**config.mk**
```make
export PLATFORM = sky130hd
export DESIGN_NAME = seq_det_sched
export DESIGN_NICKNAME = d
export VERILOG_FILES = /design/src/rtl/seq_det_pkg.sv /design/src/rtl/rr_arbiter.sv /design/src/rtl/seq_det_sched.sv
export SDC_FILE = /design/constraint.sdc
export NUM_CORES = 1
export LEC_CHECK = 0
export CAP_MARGIN = 20
export CORE_UTILIZATION = 50
export DETAILED_ROUTE_END_ITERATION = 16
export GPL_TIMING_DRIVEN = 0
export PLACE_DENSITY_LB_ADDON = 0.3
export SYNTH_ARGS = -nofsm -noshare
export SYNTH_HDL_FRONTEND = slang
export SYNTH_SLANG_ARGS = --single-unit
```
**constraint.sdc**
```tcl
create_clock -name clk -period 5.4 [get_ports clk]
set_input_delay 1.62 -clock clk [delete_from_list [all_inputs] [get_ports clk]]
set_output_delay 1.62 -clock clk [all_outputs]
set_load 0.1 [all_outputs]
```
**src/rtl/seq_det_pkg.sv**
```systemverilog
// Shared types and defaults for the time-shared serial pattern detector.
//   engine_e  : engine mode (RUN / HOLD / CLEAR), derived every cycle from en/clr
//   Def*      : default channel count, pattern length and pattern
//   ch_w()    : width of a channel index for a given channel count
package seq_det_pkg;

    typedef enum logic [1:0] {
        EngRun,
        EngHold,
        EngClear
    } engine_e;

    localparam int unsigned DefNumCh  = 4;
    localparam int unsigned DefPatLen = 4;
    localparam logic [3:0]  DefPattern = 4'b1011;

    function automatic int unsigned ch_w(input int unsigned n);
        return (n <= 1) ? 1 : $clog2(n);
    endfunction

endpackage

```
**src/rtl/rr_arbiter.sv**
```systemverilog
// Round-robin arbiter: grants the first requester at or above ptr_i, wrapping.
//   req_i     : per-channel request
//   ptr_i     : highest-priority channel this cycle
//   en_i      : when low no grant is issued
//   gnt_o     : one-hot grant (all-zero when nothing is granted)
//   gnt_id_o  : encoded id of the granted channel (0 when none)
//   gnt_any_o : a grant was issued
module rr_arbiter
    import seq_det_pkg::*;
#(
    parameter int unsigned NUM_CH = DefNumCh,
    localparam int unsigned CH_W  = ch_w(NUM_CH)
) (
    input  logic [NUM_CH-1:0] req_i,
    input  logic [CH_W-1:0]   ptr_i,
    input  logic              en_i,
    output logic [NUM_CH-1:0] gnt_o,
    output logic [CH_W-1:0]   gnt_id_o,
    output logic              gnt_any_o
);

    always_comb begin
        logic [CH_W-1:0] idx;
        gnt_o     = '0;
        gnt_id_o  = '0;
        gnt_any_o = 1'b0;
        idx       = '0;
        for (int unsigned k = 0; k < NUM_CH; k++) begin
            idx = CH_W'((32'(ptr_i) + k) % NUM_CH);
            if (en_i && !gnt_any_o && req_i[idx]) begin
                gnt_any_o = 1'b1;
                gnt_o[idx] = 1'b1;
                gnt_id_o  = idx;
            end
        end
    end

endmodule

```
**src/rtl/seq_det_sched.sv**
```systemverilog
// One serial pattern detector time-shared among NUM_CH bit-stream channels.
// Each channel keeps its own history and fill count, so detection per channel
// (including overlapping matches) behaves as if it had a dedicated detector.
//   clk, nrst    : clock, asynchronous active-low reset
//   en_i         : engine enable (low: no transfers, state holds)
//   clr_i        : synchronous clear of contexts, counters and rr pointer
//   ch_valid_i   : per-channel bit available
//   ch_bit_i     : per-channel serial bit
//   ch_ready_o   : one-hot grant; transfer where valid & ready
//   det_valid_o  : one-cycle pulse, match completed on the previous transfer
//   det_ch_o     : channel of the latest match (held)
//   match_cnt_o  : packed saturating per-channel match counters
module seq_det_sched
    import seq_det_pkg::*;
#(
    parameter int unsigned         NUM_CH  = DefNumCh,
    parameter int unsigned         PAT_LEN = DefPatLen,
    parameter logic [PAT_LEN-1:0]  PATTERN = DefPattern,
    parameter int unsigned         CNT_W   = 8,
    localparam int unsigned        CH_W    = ch_w(NUM_CH)
) (
    input  logic                    clk,
    input  logic                    nrst,
    input  logic                    en_i,
    input  logic                    clr_i,
    input  logic [NUM_CH-1:0]       ch_valid_i,
    input  logic [NUM_CH-1:0]       ch_bit_i,
    output logic [NUM_CH-1:0]       ch_ready_o,
    output logic                    det_valid_o,
    output logic [CH_W-1:0]         det_ch_o,
    output logic [NUM_CH*CNT_W-1:0] match_cnt_o
);

    localparam int unsigned        FILL_W   = $clog2(PAT_LEN);
    localparam logic [FILL_W-1:0]  FILL_MAX = FILL_W'(PAT_LEN - 1);

    engine_e engine;

    logic [PAT_LEN-2:0] hist_q [NUM_CH];
    logic [PAT_LEN-2:0] hist_d [NUM_CH];
    logic [FILL_W-1:0]  fill_q [NUM_CH];
    logic [FILL_W-1:0]  fill_d [NUM_CH];
    logic [CNT_W-1:0]   cnt_q  [NUM_CH];
    logic [CNT_W-1:0]   cnt_d  [NUM_CH];
    logic [CH_W-1:0]    ptr_q, ptr_d;
    logic               det_valid_q, det_valid_d;
    logic [CH_W-1:0]    det_ch_q, det_ch_d;

    logic [NUM_CH-1:0]  gnt;
    logic [CH_W-1:0]    gnt_id;
    logic               xfer;
    logic [PAT_LEN-1:0] cand;
    logic               match;

    always_comb begin
        if (clr_i) begin
            engine = EngClear;
        end else if (!en_i) begin
            engine = EngHold;
        end else begin
            engine = EngRun;
        end
    end

    // nrst gates the grant so ch_ready stays low throughout reset
    rr_arbiter #(
        .NUM_CH (NUM_CH)
    ) u_arb (
        .req_i     (ch_valid_i),
        .ptr_i     (ptr_q),
        .en_i      ((engine == EngRun) && nrst),
        .gnt_o     (gnt),
        .gnt_id_o  (gnt_id),
        .gnt_any_o (xfer)
    );

    assign ch_ready_o = gnt;

    // The fill check stops zero-initialised history from faking a match
    // when the pattern begins with zeros.
    assign cand  = {hist_q[gnt_id], ch_bit_i[gnt_id]};
    assign match = xfer && (fill_q[gnt_id] == FILL_MAX) && (cand == PATTERN);

    always_comb begin
        hist_d      = hist_q;
        fill_d      = fill_q;
        cnt_d       = cnt_q;
        ptr_d       = ptr_q;
        det_valid_d = 1'b0;
        det_ch_d    = det_ch_q;
        if (engine == EngClear) begin
            for (int unsigned i = 0; i < NUM_CH; i++) begin
                hist_d[i] = '0;
                fill_d[i] = '0;
                cnt_d[i]  = '0;
            end
            ptr_d = '0;
        end else if (xfer) begin
            // History is never flushed on a match, giving overlapping detection
            hist_d[gnt_id] = cand[PAT_LEN-2:0];
            if (fill_q[gnt_id] != FILL_MAX) begin
                fill_d[gnt_id] = fill_q[gnt_id] + 1'b1;
            end
            ptr_d       = (gnt_id == CH_W'(NUM_CH - 1)) ? '0 : gnt_id + 1'b1;
            det_valid_d = match;
            if (match) begin
                det_ch_d = gnt_id;
                if (cnt_q[gnt_id] != '1) begin
                    cnt_d[gnt_id] = cnt_q[gnt_id] + 1'b1;
                end
            end
        end
    end

    always_ff @(posedge clk or negedge nrst) begin
        if (!nrst) begin
            hist_q      <= '{default: '0};
            fill_q      <= '{default: '0};
            cnt_q       <= '{default: '0};
            ptr_q       <= '0;
            det_valid_q <= 1'b0;
            det_ch_q    <= '0;
        end else begin
            hist_q      <= hist_d;
            fill_q      <= fill_d;
            cnt_q       <= cnt_d;
            ptr_q       <= ptr_d;
            det_valid_q <= det_valid_d;
            det_ch_q    <= det_ch_d;
        end
    end

    assign det_valid_o = det_valid_q;
    assign det_ch_o    = det_ch_q;

    always_comb begin
        match_cnt_o = '0;
        for (int unsigned i = 0; i < NUM_CH; i++) begin
            match_cnt_o[i*CNT_W +: CNT_W] = cnt_q[i];
        end
    end

endmodule

```
# ---- Word level (Yosys, flattened, before mapping)
# Index checks and enable logic that the tools add are counted.
# Widths: inputs -> output; s select.
dict set report classes {
  shifts 0
  multipliers 0
  bitwise 5
  n_reduce_logical 26
  magnitude_cmp 11
  n_addsub 6
  eq_ne 6
  mux 64
  div 0
}
# operator n
set ops {}
lappend ops {{$mux 32} 4}
lappend ops {{$mux 8} 6}
lappend ops {{$bwmux 32} 1}
lappend ops {{$mux 12} 2}
lappend ops {{$mux 2} 11}
lappend ops {{$bmux 8 s2} 1}
lappend ops {{$demux 8 s2} 1}
lappend ops {{$mux 1} 16}
lappend ops {{$mux 4} 4}
lappend ops {{$logic_and 1x1->1} 15}
lappend ops {{$lt 2x3->1 const B} 5}
lappend ops {{$bwmux 12} 1}
lappend ops {{$or 4x4->4} 3}
lappend ops {{$bmux 1 s2} 5}
lappend ops {{$mux 3} 3}
lappend ops {{$add 8x1->8 const B} 1}
lappend ops {{$bwmux 8} 1}
lappend ops {{$demux 1 s2} 4}
lappend ops {{$ge 2x1->1 const B} 4}
lappend ops {{$ne 8x8->1 const B} 1}
lappend ops {{$reduce_bool 2->1} 4}
lappend ops {{$add 2x1->2 const B} 3}
lappend ops {{$bmux 3 s2} 1}
lappend ops {{$demux 3 s2} 1}
lappend ops {{14 further kinds} 20}
dict set report word_totals {
  memories 0
  latchBits 0
  ram_bits 0
  reg_bits 57
  input_bits 12
  word_cells 133
  mem_bits_ro 0
}

# ---- Logic depth before layout (Yosys ltp)
dict set report logic_depth {
  depth_word 28
  depth_mapped 23
  ltp_nobuf 16
}

# ---- Cells and area by module
# From an unflattened synthesis, not the netlist that was laid out.
dict set report unflattened {
  cells_unflattened 367
  hier_area_um2 3747.3
}
# module instances seq_area_each_um2 cells_each area_each_um2
set modules_own_cells {}
lappend modules_own_cells {seq_det_sched 1 1426.4 301 3198.1}
lappend modules_own_cells {rr_arbiter 1 0.0 66 549.3}

# ---- Worst setup path before layout
# OpenSTA, ideal clock, no wires.
dict set report synth_timing {
  path_type {input to output}
  startpoint {input ch_valid_i[1]}
  endpoint {output ch_ready_o[0]}
  t_required_ns 3.780
  setup_slack_ns 0.008
  path_stages 8
  arrival_ns 3.772
  path_buffers 1
  path_cell_list {clkbuf_1 > nor3_1 > a21oi_1 > nor2_1 > a31oi_1 > a2111oi_0 > a222oi_1 > nand2_1}
}
dict set report synth_between {
  elab_chain_cells 16
  elab_cells_between_ends 28
  cone_classes {mux: 15; bitwise: 3; reduce/logical: 10}
}
# element line
set synth_rtl {}
lappend synth_rtl {{start, declared} seq_det_sched.sv:26} ;# input logic [NUM_CH-1:0] ch_valid_i,
lappend synth_rtl {{$bmux 1 s2} rr_arbiter.sv:30} ;# if (en_i && !gnt_any_o && req_i[idx]) begin
lappend synth_rtl {{$mux 1 (implied by the code)} rr_arbiter.sv:30}
lappend synth_rtl {{$logic_and 1x1->1} rr_arbiter.sv:30}
lappend synth_rtl {{$mux 1} rr_arbiter.sv:30}
lappend synth_rtl {{$logic_not 1->1} rr_arbiter.sv:30}
lappend synth_rtl {{$logic_and 1x1->1 (2 in a row)} rr_arbiter.sv:30}
lappend synth_rtl {{$mux 1} rr_arbiter.sv:30}
lappend synth_rtl {{$logic_not 1->1} rr_arbiter.sv:30}
lappend synth_rtl {{$logic_and 1x1->1 (2 in a row)} rr_arbiter.sv:30}
lappend synth_rtl {{$mux 1} rr_arbiter.sv:30}
lappend synth_rtl {{$logic_not 1->1} rr_arbiter.sv:30}
lappend synth_rtl {{$logic_and 1x1->1 (2 in a row)} rr_arbiter.sv:30}
lappend synth_rtl {{$mux 4 *} rr_arbiter.sv:30}
lappend synth_rtl {{end, declared} seq_det_sched.sv:28} ;# output logic [NUM_CH-1:0] ch_ready_o,
# Mark *: on every way between the ends. The rest lies on a longest branch, timed or not. The select of a mux whose other input is x is not followed.

# ---- Final worst setup path
dict set report layout_timing {
  startpoint {input clr_i}
  endpoint {output ch_ready_o[0]}
}
dict set report layout_between {
  elab_chain_cells 17
  elab_cells_between_ends 23
  cone_classes {mux: 8; bitwise: 3; reduce/logical: 12}
}
# element line
set layout_rtl {}
lappend layout_rtl {{start, declared} seq_det_sched.sv:25} ;# input logic clr_i,
lappend layout_rtl {{$mux 2 *} seq_det_sched.sv:56} ;# if (clr_i) begin
lappend layout_rtl {{$logic_not 2->1 *} seq_det_sched.sv:71} ;# .en_i ((engine == EngRun) && nrst),
lappend layout_rtl {{$logic_and 1x1->1 *} seq_det_sched.sv:71}
lappend layout_rtl {{$logic_and 1x1->1} rr_arbiter.sv:30}
lappend layout_rtl {{$mux 1} rr_arbiter.sv:30}
lappend layout_rtl {{$logic_not 1->1} rr_arbiter.sv:30}
lappend layout_rtl {{$logic_and 1x1->1 (2 in a row)} rr_arbiter.sv:30}
lappend layout_rtl {{$mux 1} rr_arbiter.sv:30}
lappend layout_rtl {{$logic_not 1->1} rr_arbiter.sv:30}
lappend layout_rtl {{$logic_and 1x1->1 (2 in a row)} rr_arbiter.sv:30}
lappend layout_rtl {{$mux 1} rr_arbiter.sv:30}
lappend layout_rtl {{$logic_not 1->1} rr_arbiter.sv:30}
lappend layout_rtl {{$logic_and 1x1->1 (2 in a row)} rr_arbiter.sv:30}
lappend layout_rtl {{$mux 4 *} rr_arbiter.sv:30}
# Mark *: on every way between the ends. The rest lies on a longest branch, timed or not.

==> impl_metrics.ini <==
[min_path]
hp-class = register to register

[drt]
drtIter0Drc = 314
first_pass_iters = 5
routedWlPerCell_um = 17.9
routed_wl_mm = 10.2
vias_per_cell = 6.12
vias = 3505
post-route-drc-count = 0
detail-route-antenna-nets = 0

[floorplanning]
start_util = 0.530
pin_count = 51
coreArea_sq_mm = 0.00698
die_area_sq_mm = 0.00775
die-width_um = 88.0
rows = 30
die_y_um = 88.0

[yosys]
yosysTopAreaCellShare = 0.386
synthFlopType = dfrtp_1
syn_avg_cell_area_sq_um = 9.09
synth_area_leaders = dfrtp_1 (39%), mux2i_1 (6.5%), nand2_1 (6.3%)
synthCells = 407
synth-seq-area-share = 0.386
synth.net_count = 429
synth_edf_count = 0
synth_most_common_cell = nand2_1
syn-cell-area_sq_mm = 0.00370
synthArstFlopShare = 1.00
synth_cell_type_count = 53
synth_seq_cells = 57
ys_top_cells_by_count = nand2_1 (62), dfrtp_1 (57), nor2_1 (33), a21oi_1 (26), mux2i_1 (24)
yosysWarnings = 0
synth_top_area_cell = dfrtp_1

[pwr]
ir_worst_vdd_mv = 0.197
leakage_nw = 1.89
power.density_mw_per_mm2 = 216

[clock_network]
cts_buffers = 9
insertion_delay_ps = 350
clockRootBuffer = clkbuf_8
htreeDepth = 3
cts.sinks = 57
clk_pin_slew_ps = 70
cts_buffer_depth = 2
postCtsHoldBufs = 0
tritoncts = built

[global_routing]
grt_pass1_vias = 3320
grt_overflow = 0
grt_pass1_wl_mm = 16.4
antenna_found_initial = 0
grt_usage = 0.281
grt_max_degree = 31

[critical_path]
r2r_start = ptr_q[0]
path_max_fanout = 10
worst_ep_required_time_ps = 3780
r2r_slack_ps = 570
cp-end-kind = output pin
crit_end = ch_ready_o[0]
cp-startpoint = clr_i
start_kind = input pin
arrival_ps = 3660
rr_endpoint = match_cnt_o[22]
rr_worst_depth = 17
crit_type = input pin to output pin

[final_layout]
drive_above_1_share = 0.161
antennaDiodeCount = 0
utilization = 0.682
area_growth_pct = 28.7
layout.nets = 494

[sta]
fin_crit_sh = 0.978
fin_skew_ps = 6.45
hold_viol = 0
final_max_slew_viol_count = 0
tightest_slew_ps = 984
relSlewSlack = 0.342
fin_crit_ps = 5280
max_freq_mhz = 189
setup_viol_count_final = 0
fin_ws_ps = 121

[placed_design]
io_buffers = 50
preCtsSetupSlack_ps = -1490
place_congestion = 0.932
dp.final_hpwl_mm = 6.94

[outcome]
outcome = completed

[flow_run]
maxCapViolations = 0
metal layers:
metal	up-vias	track usage	part of all wire	wire, um
li1	1623	-	-	-
met1	1729	0.365	0.43	4440
met2	133	0.459	0.48	4920
met3	20	0.0537	0.060	616
met4	0	0.122	0.024	250
met5	-	0	0	0
cells in the final DEF, fill, tap and decap left out, drive strengths merged, types with 7 or more instances in the layout:
| master | count |
|---|---|
| inv | 12 |
| nand3 | 16 |
| buf | 27 |
| nor2 | 33 |
| clkbuf | 23 |
| o21ai | 11 |
| a21oi | 26 |
| dfrtp | 57 |
| a31oi | 8 |
| clkdlybuf4s50 | 44 |
| ha | 10 |
| nand3b | 7 |
| a211oi | 13 |
| nand2 | 63 |
| mux4 | 7 |
| o211ai | 8 |
| mux2i | 24 |
layout make-up:
type                            instances  area (sq um)
Clock buffer                           11           151
Timing Repair Buffer                   55           561
Buffer                                 30           195
Inverter                               12          45.0
Multi-Input combinational cell        307          2190
Sequential cell                        57          1430
Tap cell                               96           120
Clock inverter                          5          77.6
Fill cell                             530          2220
through the flow:
| step | instances | total power [mW] | instance area [sq um] | TNS (ps) | hold slack, ps |
|---|---|---|---|---|---|
| 6_report | 573 | 1.03 | 4760 | 0 | 505 |
| 5_1_grt | 573 | 1.06 | 4760 | -29.4 | 520 |
| 4_1_cts | 571 | 1.02 | 4650 | 0 | 512 |
| 3_5_place_dp | 554 | 0.560 | 4340 | -31660 | 497 |
| 3_3_place_gp | 553 | 0.557 | 4320 | -137600 | 494 |
| 2_1_floorplan | 407 | 0.518 | 3700 | 0 | 481 |
worst min path at each step:
stage                            from           to  cells after the start
final                     det_ch_o[1]  det_ch_o[1]                      1
after global routing      det_ch_o[1]  det_ch_o[1]                      1
after CTS                 det_ch_o[1]  det_ch_o[1]                      1
after detailed placement  det_ch_o[1]  det_ch_o[1]                      1
after global placement    det_ch_o[1]  det_ch_o[1]                      1
after floorplan             fill_q[6]    fill_q[6]                      2
flip-flops by register name, summed over array words and instances, names as in the netlist:
name and count:
det_ch_o 2, det_valid_o 1, fill_q 8, hist_q 12
match_cnt_o 32, ptr_q 2
cells by family after synthesis:
family / after synthesis / synth area share
adders and majority gates: 10 / 0.0338
buffers and inverters: 43 / 0.0575
DFF: 57 / 0.386
muxes: 33 / 0.114
and+or+nand+nor: 165 / 0.220
AOI/OAI and AO/OA: 94 / 0.178
xor gates and xnor gates: 5 / 0.0118
worst max-delay path, cell delays in order:
cell             delay [ps]
clkdlybuf4s50_1         420
clkbuf_2                240
nand3b_1                250
buf_4                   220
a2111oi_4               380
a222oi_1                190
nand2_1                 110
buf_6                   220
power breakdown:
| part | internal [mW] | total, mW | switching (mW) |
|---|---|---|---|
| Sequential | 0.430 | 0.433 | 0.00243 |
| Clock | 0.283 | 0.460 | 0.177 |
| Combinational | 0.0479 | 0.137 | 0.0895 |
what timing repair did:
item | CTS | global route
cloned | 0 | 1
resized for setup | 43 | 31
endpoints found under the setup margin | 38 | 36
buffers inserted | 2 | 1
pin swaps | 0 | 5
Power figures use the tool's default switching activity.
